## src/rtl/next_pc_unit_pkg.sv

```systemverilog
// Shared definitions for the next-PC / instruction-fetch unit:
// fetch FSM state encoding, default reset PC and sequential increment.
package next_pc_unit_pkg;

    typedef enum logic [1:0] {
        ST_IDLE = 2'd0,
        ST_REQ  = 2'd1,
        ST_WAIT = 2'd2,
        ST_HOLD = 2'd3
    } state_e;

    localparam logic [31:0] RESET_PC_DEFAULT = 32'h0000_0000;
    localparam logic [31:0] PC_INC_DEFAULT   = 32'd4;

    // Branch targets are forced onto a word boundary.
    function automatic logic [31:0] align_word(input logic [31:0] addr);
        return {addr[31:2], 2'b00};
    endfunction

endpackage

```

## src/rtl/next_pc_unit_inst_skid_buf.sv

```systemverilog
// One-entry buffer holding a fetched instruction and its PC while decode stalls.
module inst_skid_buf (
    input  logic        clk,
    input  logic        reset,
    input  logic        load,
    input  logic        clear,
    input  logic [31:0] data_in,
    input  logic [31:0] pc_in,
    output logic        valid,
    output logic [31:0] data,
    output logic [31:0] pc
);

    logic        valid_r;
    logic [31:0] data_r;
    logic [31:0] pc_r;

    // Buffer storage; clear wins over load.
    always_ff @(posedge clk or negedge reset) begin
        if (!reset) begin
            valid_r <= 1'b0;
            data_r  <= 32'h0000_0000;
            pc_r    <= 32'h0000_0000;
        end else if (clear) begin
            valid_r <= 1'b0;
            data_r  <= 32'h0000_0000;
            pc_r    <= 32'h0000_0000;
        end else if (load) begin
            valid_r <= 1'b1;
            data_r  <= data_in;
            pc_r    <= pc_in;
        end else begin
            valid_r <= valid_r;
            data_r  <= data_r;
            pc_r    <= pc_r;
        end
    end

    assign valid = valid_r;
    assign data  = data_r;
    assign pc    = pc_r;

endmodule

```

## src/rtl/next_pc_unit.sv

```systemverilog
// Next-PC generator with single-outstanding instruction fetch, stall buffer,
// execute redirects and dropping of responses made stale by a redirect.
module next_pc_unit
    import next_pc_unit_pkg::*;
#(
    parameter logic [31:0] RESET_PC = RESET_PC_DEFAULT,
    parameter logic [31:0] PC_INC   = PC_INC_DEFAULT
) (
    input  logic        clk,
    input  logic        reset,
    input  logic [31:0] current_pc,
    output logic [31:0] next_pc,
    output logic        imem_req,
    output logic [31:0] imem_addr,
    input  logic        imem_ready,
    input  logic        imem_rvalid,
    input  logic [31:0] imem_rdata,
    input  logic        stall,
    input  logic        redirect_valid,
    input  logic [31:0] redirect_target,
    output logic        inst_valid,
    output logic [31:0] inst_out,
    output logic [31:0] inst_pc,
    output logic        misalign_err
);

    state_e      state_r;
    logic        kill_r;
    logic        redir_s, accept_s, resp_s, outstanding_s;
    logic        deliver_s, capture_s, hold_s, consume_s, buf_clear_s;
    logic        buf_valid_s;
    logic [31:0] buf_data_s, buf_pc_s;

    assign redir_s       = redirect_valid && (state_r != ST_IDLE);
    assign accept_s      = (state_r == ST_REQ) && imem_ready;
    assign resp_s        = (state_r == ST_WAIT) && imem_rvalid;
    assign outstanding_s = ((state_r == ST_WAIT) && !imem_rvalid) || accept_s;
    assign deliver_s     = resp_s && !kill_r && !stall && !redir_s;
    assign capture_s     = resp_s && !kill_r && stall && !redir_s;
    assign hold_s        = (state_r == ST_HOLD) && buf_valid_s && !redir_s;
    assign consume_s     = hold_s && !stall;
    assign buf_clear_s   = redir_s || consume_s;

    inst_skid_buf u_skid (
        .clk     (clk),
        .reset   (reset),
        .load    (capture_s),
        .clear   (buf_clear_s),
        .data_in (imem_rdata),
        .pc_in   (current_pc),
        .valid   (buf_valid_s),
        .data    (buf_data_s),
        .pc      (buf_pc_s)
    );

    // Fetch FSM and kill flag; a redirect overrides every other transition.
    always_ff @(posedge clk or negedge reset) begin
        if (!reset) begin
            state_r <= ST_IDLE;
            kill_r  <= 1'b0;
        end else if (redir_s) begin
            state_r <= outstanding_s ? ST_WAIT : ST_REQ;
            kill_r  <= outstanding_s;
        end else begin
            case (state_r)
                ST_IDLE: state_r <= ST_REQ;
                ST_REQ:  state_r <= imem_ready ? ST_WAIT : ST_REQ;
                ST_WAIT: begin
                    if (imem_rvalid) begin
                        kill_r  <= 1'b0;
                        state_r <= (!kill_r && stall) ? ST_HOLD : ST_REQ;
                    end else begin
                        state_r <= ST_WAIT;
                    end
                end
                ST_HOLD: state_r <= stall ? ST_HOLD : ST_REQ;
                default: begin
                    state_r <= ST_IDLE;
                    kill_r  <= 1'b0;
                end
            endcase
        end
    end

    // Next-PC mux: the PC holds unless an instruction is handed to decode.
    always_comb begin
        next_pc = current_pc;
        if (state_r == ST_IDLE) begin
            next_pc = RESET_PC;
        end else if (redir_s) begin
            next_pc = align_word(redirect_target);
        end else if (deliver_s || consume_s) begin
            next_pc = current_pc + PC_INC;
        end else begin
            next_pc = current_pc;
        end
    end

    // Decode-side outputs come either straight from memory or from the buffer.
    always_comb begin
        inst_valid = 1'b0;
        inst_out   = 32'h0000_0000;
        inst_pc    = 32'h0000_0000;
        if (deliver_s) begin
            inst_valid = 1'b1;
            inst_out   = imem_rdata;
            inst_pc    = current_pc;
        end else if (hold_s) begin
            inst_valid = 1'b1;
            inst_out   = buf_data_s;
            inst_pc    = buf_pc_s;
        end else begin
            inst_valid = 1'b0;
        end
    end

    assign imem_req     = (state_r == ST_REQ);
    assign imem_addr    = imem_req ? current_pc : 32'h0000_0000;
    assign misalign_err = redir_s && (redirect_target[1:0] != 2'b00);

endmodule

```

## config.mk

```make
export PLATFORM = sky130hd
export DESIGN_NAME = next_pc_unit
export DESIGN_NICKNAME = d
export VERILOG_FILES = /design/src/rtl/next_pc_unit_pkg.sv /design/src/rtl/next_pc_unit_inst_skid_buf.sv /design/src/rtl/next_pc_unit.sv
export SDC_FILE = /design/constraint.sdc
export NUM_CORES = 1
export LEC_CHECK = 0
export BUFFER_PORTS_ARGS = -buffer_cell sky130_fd_sc_hd__buf_2
export CORE_UTILIZATION = 45
export DETAILED_ROUTE_END_ITERATION = 7
export PLACE_DENSITY = 0.79
export SLEW_MARGIN = 20
export SYNTH_ARGS = -nofsm -noshare
export SYNTH_HDL_FRONTEND = slang
export SYNTH_SLANG_ARGS = --single-unit
```

## constraint.sdc

```tcl
create_clock -name clk -period 5.3 [get_ports clk]
set_input_delay 0.265 -clock clk [delete_from_list [all_inputs] [get_ports clk]]
set_output_delay 0.265 -clock clk [all_outputs]
set_load 0.02 [all_outputs]
```

==> After elaboration in Yosys (flattened, before gate mapping) <==
Index checks and enable logic that the tools add are counted.
{ "word_totals": {"reg_bits": 68, "in_bits": 102, "out_inout_bits": 131, "elab_cells": 63} }
{ "classes": {"n_addsub": 1, "n_eq_ne": 3, "mux": 26, "reduce_logical": 28} }
{ "ops": {"columns": ["cell", "n"], "rows": [
  ["2-to-1 mux 32 bit", 12],
  ["adder 32 x 3 -> 32 bit (second input constant)", 1],
  ["logical AND 1 bit", 14],
  ["2-to-1 mux 2 bit", 6],
  ["nonzero test 2 bit", 5],
  ["one-hot mux 2 bit (4 select lines)", 1],
  ["2-to-1 mux 1 bit", 7],
  ["equality test 2 bit (second input constant)", 2],
  ["logical NOT 1 bit", 4],
  ["logical OR 1 bit", 3],
  ["equality test 2 x 1 -> 1 bit (second input constant)", 1],
  ["logical NOT 2 bit", 1],
  ["AND reduction 2 bit", 1]
]} }

==> Logic depth before layout (Yosys ltp) <==
Gate-level depths: netlist (run 1).
{ "depth": {"depth_word": 9, "ltp_mapped": 7, "depth_no_buf": 6} }

==> Modules after synthesis <==
A second synthesis (run 1) with hierarchy kept.
{ "hier_totals": {"hier_cells": 539, "area_unflattened_um2": 4878.4} }
{ "by_module_without_submodules": {"columns": ["module", "n_inst", "cells_each", "area_each_um2", "seq_area_each_um2"], "rows": [
  ["inst_skid_buf", 1, 209, 2636.3, 1626.6],
  ["next_pc_unit", 1, 330, 2242.2, 75.1]
]} }

==> Worst setup path before layout (run 1) <==
No wires, ideal clock.
{ "synth_path": {"kind": "flip-flop to output port", "startpoint": "register state_r[0]", "endpoint": "output port next_pc[10]", "arrival_time_ns": 1.842, "setup_slack_ns": 3.193, "path_stages_with_launch": 8, "path_cell_list": "dfrtp_1 > buf_4 > and2_4 > o211ai_4 > buf_6 > nor2_1 > xnor2_1 > a211oi_1"} }
{ "synth_via": {"elab_chain_cells": 9} }
{ "synth_rtl": {"columns": ["item", "line", "source"], "rows": [
  ["start, declared", "next_pc_unit.sv:27", "state_e state_r;"],
  ["start signal, assigned", "next_pc_unit.sv:62", "state_r <= outstanding_s ? ST_WAIT : ST_REQ;"],
  ["start signal, assigned", "next_pc_unit.sv:67", "ST_REQ: state_r <= imem_ready ? ST_WAIT : ST_REQ;"],
  ["start signal, assigned", "next_pc_unit.sv:71", "state_r <= (!kill_r && stall) ? ST_HOLD : ST_REQ;"],
  ["equality test 2 bit / nonzero test 2 bit (equally long branches)", "next_pc_unit.sv:36, next_pc_unit.sv:34", null],
  ["logical AND 1 bit (on tied branches)", "next_pc_unit.sv:36, next_pc_unit.sv:34", null],
  ["logical AND 1 bit / logical NOT 1 bit (equally long branches)", "next_pc_unit.sv:38, next_pc_unit.sv:40", null],
  ["logical AND 1 bit (on tied branches)", "next_pc_unit.sv:38, next_pc_unit.sv:40", null],
  ["logical AND 1 bit (on tied branches)", "next_pc_unit.sv:38, next_pc_unit.sv:41", null],
  ["logical OR 1 bit", "next_pc_unit.sv:92", "end else if (deliver_s || consume_s) begin"],
  ["2-to-1 mux 32 bit", "next_pc_unit.sv:92", null],
  ["2-to-1 mux 32 bit", "next_pc_unit.sv:90", "end else if (redir_s) begin"],
  ["2-to-1 mux 32 bit (*)", "next_pc_unit.sv:88", "if (state_r == ST_IDLE) begin"],
  ["end, declared", "next_pc_unit.sv:12", "output logic [31:0] next_pc,"]
]} }
Mark *: on every way between the ends. The rest lies on a longest branch, timed or not.

==> Worst setup path after layout (run 1) <==
{ "layout_path": {"startpoint": "register state_r[1]", "endpoint": "output port inst_out[17]"} }
{ "layout_via": {"elab_chain_cells": 6} }
{ "layout_rtl": {"columns": ["item", "line", "source"], "rows": [
  ["nonzero test 2 bit / equality test 2 bit (equally long branches)", "next_pc_unit.sv:34, next_pc_unit.sv:36", null],
  ["logical AND 1 bit (on tied branches)", "next_pc_unit.sv:34, next_pc_unit.sv:36", null],
  ["logical NOT 1 bit / logical AND 1 bit (equally long branches)", "next_pc_unit.sv:38, next_pc_unit.sv:40", null],
  ["logical AND 1 bit (on tied branches)", "next_pc_unit.sv:40, next_pc_unit.sv:38", null],
  ["2-to-1 mux 32 bit / logical AND 1 bit (equally long branches)", "next_pc_unit.sv:108, next_pc_unit.sv:38", null],
  ["2-to-1 mux 32 bit (*)", "next_pc_unit.sv:104", "if (deliver_s) begin"],
  ["end, declared", "next_pc_unit.sv:22", "output logic [31:0] inst_out,"]
]} }
Marked as above.

==> results.yml, run 1 <==
status:
  outcome: "completed"
place:
  dpl_cell_area_mm2: 0.00570
  place.detailed.hpwl_um: 10100
  portBuffers: 232
  dp_slack_ps: 2500
  place.gp.congestion: 0.876
grt:
  grt_use_total: 0.270
  overflow: 0
  grt_first_pass_wirelength_um: 22000
  grt_pass1_vias: 4293
  antenna_found_initial: 0
  grt_max_degree: 69
synthesis:
  ys_types: 52
  synth_edf_count: 0
  syn-mean-instance-area_um2: 9.69
  syn_inst: 471
  synthArstFlopShare: 1.00
  synthesis.area_mm2: 0.00456
  yosysSeqAreaShare: 0.373
  synth-seq-cells: 68
  syn_nets: 574
  ys.flop_type: "dfrtp_1"
  ys_warn_count: 0
timing:
  slew_viol_final: 0
  max_freq_mhz: 311
  slew_headroom: 0.401
  finalSetupTns_ps: 0
  fin_skew_ps: 8.52
  setup_viol_count_final: 0
  min_period_ps: 3220
  final.period_utilization: 0.607
  worst_pin_slew_ps: 899
  fin_ws_ps: 2080
  rsz0062_at_grt: "false"
  finalHoldViolations: 0
power:
  power.leakage_nw: 2.99
  p_per_area_mw_per_mm2: 320
  irDropWorstVdd_mv: 0.170
finish:
  area_delta_synth_final_pct: 29.8
  nFillCells: 905
  seq_area_mm2: 0.00170
  nets: 774
  final_common_cell: "buf_2"
  drive_gt1_frac: 0.413
  multi_input_area_mm2: 0.00261
  final_cell_mix: "232 x buf_2, 128 x a22o_1, 68 x dfrtp_1"
  design_area_mm2: 0.00592
detailed_routing:
  wirelength_um: 14400
  drt_iter0_drc: 209
  drt_pass1_iterations: 4
  via_count: 4742
  vias_per_cell: 5.85
  ant_nets: 0
  wire_per_inst_um: 17.8
  drc: 0
clock_tree:
  cts_sinks: 68
  cts_tree: "done"
  clk_latency_ps: 350
  cts_resized: 0
  cts_max_level: 3
  path_clk_slew_ps: 90
  post_cts_buffers: 0
  cts_buffer_depth: 2
  holdBufCountCts: 0
  cts_made_buffers: 9
  clockRootBuffer: "clkbuf_8"
floorplan:
  core_area_mm2: 0.00982
  dieArea_mm2: 0.0105
  initial_core_util: 0.465
  die_h_um: 103
  io_pins: 233
  row_count: 36
  die_w_um: 103
setup_path:
  arrival_ps: 2950
  crit_start: "state_r[1]"
  rr_startpoint: "state_r[1]"
  cp_max_fo: 38
  end_kind: "output pin"
  rr_worst_depth: 4
  worst-r2r-setup-slack_ps: 2450
  crit_required_ps: 5040
  startpoint_type: "flop"
  endpoint: "inst_out[17]"
  path_class: "flop to output pin"
  timing.rr.end: "u_skid.data[1]"
min_path:
  hold_path_class: "input port to async pin"
job:
  max_cap_violations: 0
metrics by stage:
step / total power [mW] / std cells / utilization / hold slack [ps]
3_5_place_dp: 1.45 / 793 / 0.581 / 492
4_1_cts: 1.90 / 809 / 0.602 / 135
3_3_place_gp: 1.43 / 792 / 0.580 / 489
6_report: 1.90 / 811 / 0.603 / 112
5_1_grt: 2.00 / 809 / 0.603 / 132
2_1_floorplan: 1.15 / 471 / - / -30.6
synthesized netlist by cell type (all sizes together) (7+ instances only):
cell type  instances  area [um^2]
clkbuf            22         82.6
nand2             17         66.3
o21ai             29          145
nor2              13         56.3
a22o             128         1120
a21oi             24          131
buf               27          166
dfrtp             68         1700
nor4               7         77.6
and2              34          215
xnor2             25          219
nand3             11         60.1
nor3              13         75.1
state kept, by name, indices dropped and copies added, names as in the netlist:
signal,flops
u_skid.pc,32
state_r,2
u_skid.data,32
u_skid.valid,1
kill_r,1
logic make-up after synthesis:
group                      count (synthesis)  share of synthesized area
AOI/OAI and AO/OA                        197                      0.340
xor gates and xnor gates                  28                     0.0537
adders and majority gates                  1                    0.00274
buffers and inverters                     56                     0.0603
DFF                                       68                      0.373
muxes                                      2                    0.00439
and+or+nand+nor                          119                      0.166
where the power goes:
group	internal, mW	switching (mW)	total [mW]
Sequential	0.548	0.0453	0.593
Combinational	0.288	0.568	0.855
Clock	0.224	0.223	0.447
area by class of cell:
cell class,count,share of cell area
multi-input combinational,347,0.440
sequential,68,0.287
timing repair buffer,238,0.204
tap,133,0.0281
clock buffer,9,0.0209
clock inverter,7,0.0139
inverter,7,0.00444
antenna,2,0.000845
layer usage:
layer  up-vias  GRT usage  share of wire
li1       2196          -              -
met1      2314      0.360           0.41
met2       210      0.449           0.49
met3        22     0.0386          0.069
met4         0     0.0967          0.022
met5         -          0              0
critical path, cell delays in order, from the launching register on:
cell and delay, ps:
dfrtp_1 630, or3b_1 500, nor2_4 590, buf_4 480, a22o_1 220, buf_2 170
how the worst min path moves through the flow:
stage | end | from | depth (start not counted)
after floorplan | kill_r | reset | 0
after global placement | u_skid.data[24] | u_skid.data[24] | 1
after detailed placement | u_skid.pc[17] | u_skid.pc[17] | 1
after CTS | u_skid.data[23] | imem_rdata[23] | 2
after global routing | u_skid.data[23] | imem_rdata[23] | 2
final | u_skid.pc[4] | reset | 2
Power figures use the tool's default switching activity.
==> run 2: changes to the inputs <==
==> constraint.sdc (replaced) <==
create_clock -name clk -period 3.2 [get_ports clk]
set_input_delay 0.16 -clock clk [delete_from_list [all_inputs] [get_ports clk]]
set_output_delay 0.16 -clock clk [all_outputs]
set_load 0.02 [all_outputs]
==> results.yml, run 2 (synthesis gave the netlist of run 1 again) <==
floorplan:
  die_w_um: 103
  core_area_mm2: 0.00982
  row_count: 36
  io_pins: 233
  die_h_um: 103
  initial_core_util: 0.465
  dieArea_mm2: 0.0105
timing:
  setup_viol_count_final: 0
  fin_skew_ps: 10.1
  hold_ws_ps: 46.5
  fin_ws_ps: 311
  worst_pin_slew_ps: 766
  min_period_ps: 2890
  final.period_utilization: 0.903
  slew_viol_final: 0
  slew_headroom: 0.488
  finalSetupTns_ps: 0
  finalHoldViolations: 0
  max_freq_mhz: 346
  rsz0062_at_grt: "false"
grt:
  grt_pass1_vias: 4234
  grt_use_total: 0.268
  overflow: 0
  grt_first_pass_wirelength_um: 21800
  grt_max_degree: 52
  antenna_found_initial: 0
clock_tree:
  clockRootBuffer: "clkbuf_8"
  cts_max_level: 3
  cts_tree: "done"
  cts_made_buffers: 9
  cts_resized: 0
  cts_sinks: 68
  path_clk_slew_ps: 90
  cts_buffer_depth: 2
  clk_latency_ps: 340
power:
  p_int_mw: 1.77
  p_per_area_mw_per_mm2: 526
  irDropWorstVdd_mv: 0.307
  switching_share: 0.438
  p_total_mw: 3.15
  p_seq_frac: 0.311
  clockPowerShare: 0.235
  pwr-share-comb: 0.453
  power.leakage_nw: 3.01
  p_sw_mw: 1.38
finish:
  antenna_cells: 0
  final_common_cell: "buf_2"
  nets: 779
  area_delta_synth_final_pct: 31.1
  nFillCells: 881
  final_cell_mix: "231 x buf_2, 128 x a22o_1, 68 x dfrtp_1"
  fin_cells: 814
  drive_gt1_frac: 0.416
setup_path:
  critPathSlowestCell: "nor2_4"
  end_kind: "output pin"
  cp_cell_sequence: "or3b_1, nor2_4, buf_12, a22o_1, buf_2"
  arrival_ps: 2730
  path_buf_inv: 2
  path_delay_family: "simple AND/OR/NAND/NOR gates"
  crit_required_ps: 3040
  cp_max_fo: 38
  critPathMaxStageDelay_ps: 630
  startpoint_type: "flop"
  path_class: "flop to output pin"
detailed_routing:
  drt_pass1_iterations: 5
  wirelength_um: 13900
  ant_nets: 0
  via_count: 4700
  drc: 0
  vias_per_cell: 5.77
  drt_iter0_drc: 198
  wire_per_inst_um: 17.1
place:
  place.detailed.hpwl_um: 10100
  portBuffers: 232
  place.gp.congestion: 0.865
  dp_cells: 797
  dp_slack_ps: 704
job:
  max_cap_violations: 0
status:
  outcome: "completed"
min_path:
  hold_path_class: "input port to flop"
run 2: final timing paths:
check | from | to | slack (ps) | cells after the start
worst max-delay path | state_r[1] | inst_out[9] | 310 | 5
worst min-delay path | imem_rdata[12] | u_skid.data[12] | 50 | 2
worst max register to register | state_r[0] | u_skid.pc[28] | 1020 | 4
worst min register to register | u_skid.data[29] | u_skid.data[29] | 510 | 1
max in group asynchronous | reset | u_skid.data[9] | 2110 | 3
min in group asynchronous | reset | u_skid.pc[1] | 390 | 2
run 2: power groups by stage:
| stage | Combinational (mW) | Sequential (mW) | Clock, mW |
|---|---|---|---|
| finish | 1.43 | 0.979 | 0.740 |
| global route | 1.54 | 0.990 | 0.786 |
| CTS | 1.43 | 0.977 | 0.750 |
| detailed placement | 1.43 | 0.993 | 0 |
| global placement | 1.40 | 0.988 | 0 |
| floorplan | 0.950 | 0.957 | 0 |
run 2: routing by layer:
layer / vias to the layer above / track usage / part of all wire
met2: 169 / 0.440 / 0.50
li1: 2208 / - / -
met5: - / 0 / 0
met1: 2307 / 0.366 / 0.44
met4: 0 / 0.0879 / 0.013
met3: 16 / 0.0346 / 0.046
run 2: layout make-up:
type / count / area [um^2] / area share
Clock buffer: 9 / 124 / 0.0207
Clock inverter: 7 / 80.1 / 0.0134
Sequential cell: 68 / 1700 / 0.284
Inverter: 7 / 26.3 / 0.00439
Tap cell: 133 / 166 / 0.0278
Multi-Input combinational cell: 347 / 2600 / 0.434
Timing Repair Buffer: 243 / 1290 / 0.215
run 2: through the flow:
stage	utilization	instance area [um^2]
floorplan	-	4560
global placement	0.587	5770
detailed placement	0.587	5770
CTS	0.608	5970
global route	0.609	5980
finish	0.609	5980
run 2: what timing repair did:
item | 4_1_cts | 5_1_grt
buffers inserted | 0 | 0
hold endpoints to repair | 0 | 50
setup endpoints to repair | 0 | 0
hold buffers | 0 | 1
run 2: worst reg2reg max path: stages (launching register included):
cell and delay (ps):
dfrtp_1 530, or3b_4 520, nor2_4 600, buf_12 280
a22o_1 180
==> run 3: changes to the inputs <==
--- a/config.mk
+++ b/config.mk
@@ -6,10 +6,12 @@
 export NUM_CORES = 1
 export LEC_CHECK = 0
 export BUFFER_PORTS_ARGS = -buffer_cell sky130_fd_sc_hd__buf_2
+export CORE_MARGIN = 4
 export CORE_UTILIZATION = 45
 export DETAILED_ROUTE_END_ITERATION = 7
-export PLACE_DENSITY = 0.79
+export PLACE_DENSITY = 0.78
 export SLEW_MARGIN = 20
 export SYNTH_ARGS = -nofsm -noshare
 export SYNTH_HDL_FRONTEND = slang
+export SYNTH_HIERARCHICAL = 1
 export SYNTH_SLANG_ARGS = --single-unit
==> results.yml, run 3 <==
place:
  place.detailed.hpwl_um: 11100
  place.gp.congestion: 0.855
  dp_cells: 871
  dp_slack_ps: 632
  portBuffers: 232
setup_path:
  path_class: "flop to output pin"
  cp_max_fo: 10
  startpoint_type: "flop"
  rr_worst_depth: 5
  arrival_ps: 2800
  crit_required_ps: 3040
  end_kind: "output pin"
finish:
  nets: 850
  final_cell_mix: "232 x buf_2, 83 x nor2_1, 68 x dfrtp_1"
  fin_cells: 888
  area_delta_synth_final_pct: 29.1
  final_common_cell: "buf_2"
  antenna_cells: 0
  drive_gt1_frac: 0.360
power:
  clockPowerShare: 0.252
  p_int_mw: 1.82
  pwr-share-comb: 0.447
  p_per_area_mw_per_mm2: 494
  p_sw_mw: 1.29
  switching_share: 0.414
  p_seq_frac: 0.301
  power.leakage_nw: 3.13
  irDropWorstVdd_mv: 0.266
grt:
  grt_use_total: 0.230
  grt_pass1_vias: 4841
  grt_max_degree: 66
  grt_first_pass_wirelength_um: 24000
  overflow: 0
  antenna_found_initial: 0
clock_tree:
  cts_max_level: 3
  cts_buffer_depth: 2
  path_clk_slew_ps: 80
  clk_latency_ps: 340
  cts_made_buffers: 9
  cts_tree: "done"
  clockRootBuffer: "clkbuf_8"
  cts_resized: 0
  cts_sinks: 68
synthesis:
  ys_types: 45
  synthesis.area_mm2: 0.00488
  yosysTopAreaCell: "dfrtp_1"
  ys_warn_count: 6
  synth-seq-cells: 68
  synth_top_area_share: 0.349
  syn-mean-instance-area_um2: 9.05
  syn_nets: 642
  synth_edf_count: 0
  syn_inst: 539
  yosysSeqAreaShare: 0.349
  synthArstFlopShare: 1.00
  netlist_top_cells_count: "85 x nor2_1, 68 x dfrtp_1, 67 x mux2i_1"
  synthTopCellsByArea: "dfrtp_1 35%, mux2i_1 14%, a22o_1 11%"
  ys.flop_type: "dfrtp_1"
  yosysMostFrequentCell: "nor2_1"
timing:
  finalHoldViolations: 0
  max_freq_mhz: 338
  hold_ws_ps: 77.0
  worst_pin_slew_ps: 864
  rsz0062_at_grt: "false"
  final.period_utilization: 0.925
  finalSetupTns_ps: 0
  setup_viol_count_final: 0
  fin_ws_ps: 239
  slew_headroom: 0.424
  min_period_ps: 2960
  fin_skew_ps: 10.6
  slew_viol_final: 0
detailed_routing:
  drc: 0
  drt_iter0_drc: 312
  vias_per_cell: 5.45
  wire_per_inst_um: 16.9
  ant_nets: 0
  drt_pass1_iterations: 5
  wirelength_um: 15000
  via_count: 4837
floorplan:
  die_w_um: 112
  die_h_um: 112
  dieArea_mm2: 0.0126
  core_area_mm2: 0.0105
  initial_core_util: 0.466
  io_pins: 233
  row_count: 37
status:
  outcome: "completed"
min_path:
  hold_depth: 3
  hold_path_class: "input port to flop"
job:
  max_cap_violations: 0
-- run 3: cell types whose count changed after synthesis, sizes merged, moves of 14 or more --
cell,before,now
a22o,128,64
inv,6,21
mux2i,2,67
nor2,13,85
o21a,0,14
o21ai,29,13
xnor2,25,11
-- run 3: layer usage --
layer / up-vias / GRT usage / wire length, um / part of all wire
met5: - / 0 / 0 / 0
met4: 0 / 0.0729 / 237 / 0.016
met3: 20 / 0.0491 / 1240 / 0.082
met2: 190 / 0.400 / 7540 / 0.50
met1: 2306 / 0.285 / 6010 / 0.40
li1: 2321 / - / - / -
-- run 3: final cells by class --
cell class,count,area [um^2]
fillers,944,4170
well taps,136,170
multi-input cells,405,2870
inverters,21,78.8
clock buffers,10,138
flip-flops and latches,68,1700
repair buffers,242,1250
clock inverters,6,87.6
-- run 3: logic make-up (layout without fill, tap and decap cells) --
group                      count (synthesis)  after routing  share of synthesized area
buffers and inverters                     66            279                     0.0698
and+or+nand+nor                          187            187                      0.190
xor gates and xnor gates                  25             25                     0.0449
muxes                                     68             68                      0.140
adders and majority gates                  1              1                    0.00256
DFF                                       68             68                      0.349
AOI/OAI and AO/OA                        124            124                      0.204
-- run 3: path summary, 6_finish.rpt --
check                                   to  slack, ps      startpoint
max                            next_pc[29]        240      state_r[0]
min                        u_skid/data[18]         80  imem_rdata[18]
max reg2reg                u_skid/data[10]        820      state_r[0]
min reg2reg                   u_skid/valid        500    u_skid/valid
max in group asynchronous    u_skid/pc[14]       1820           reset
min in group asynchronous   u_skid/data[3]        420           reset
-- run 3: repair_timing --
action / in CTS / in global routing
hold buffers: 1 / 0
endpoints found under the hold margin: 33 / 0
buffers inserted: 0 / 0
endpoints found under the setup margin: 0 / 0
-- run 3: power by group through the flow --
| stage | sequential [mW] | combinational, mW | clock (mW) |
|---|---|---|---|
| 2_1_floorplan | 0.934 | 0.927 | 0 |
| 3_3_place_gp | 0.946 | 1.37 | 0 |
| 3_5_place_dp | 0.952 | 1.40 | 0 |
| 4_1_cts | 0.935 | 1.40 | 0.805 |
| 5_1_grt | 0.945 | 1.50 | 0.849 |
| 6_report | 0.936 | 1.39 | 0.785 |
-- run 3: metrics by stage --
step | total power, mW | utilization | area (um^2)
after detailed placement | 2.35 | 0.579 | 6060
final | 3.11 | 0.602 | 6300
after floorplan | 1.86 | - | 4880
after CTS | 3.14 | 0.602 | 6300
after global placement | 2.32 | 0.579 | 6060
after global routing | 3.30 | 0.602 | 6300
-- run 3: worst max-delay path: stages (launching register included) --
cell and delay (ps):
dfrtp_1 470, or3b_1 680, a2111oi_4 600, nand3_1 170, xor2_1 190, o21ai_0 160, buf_2 210
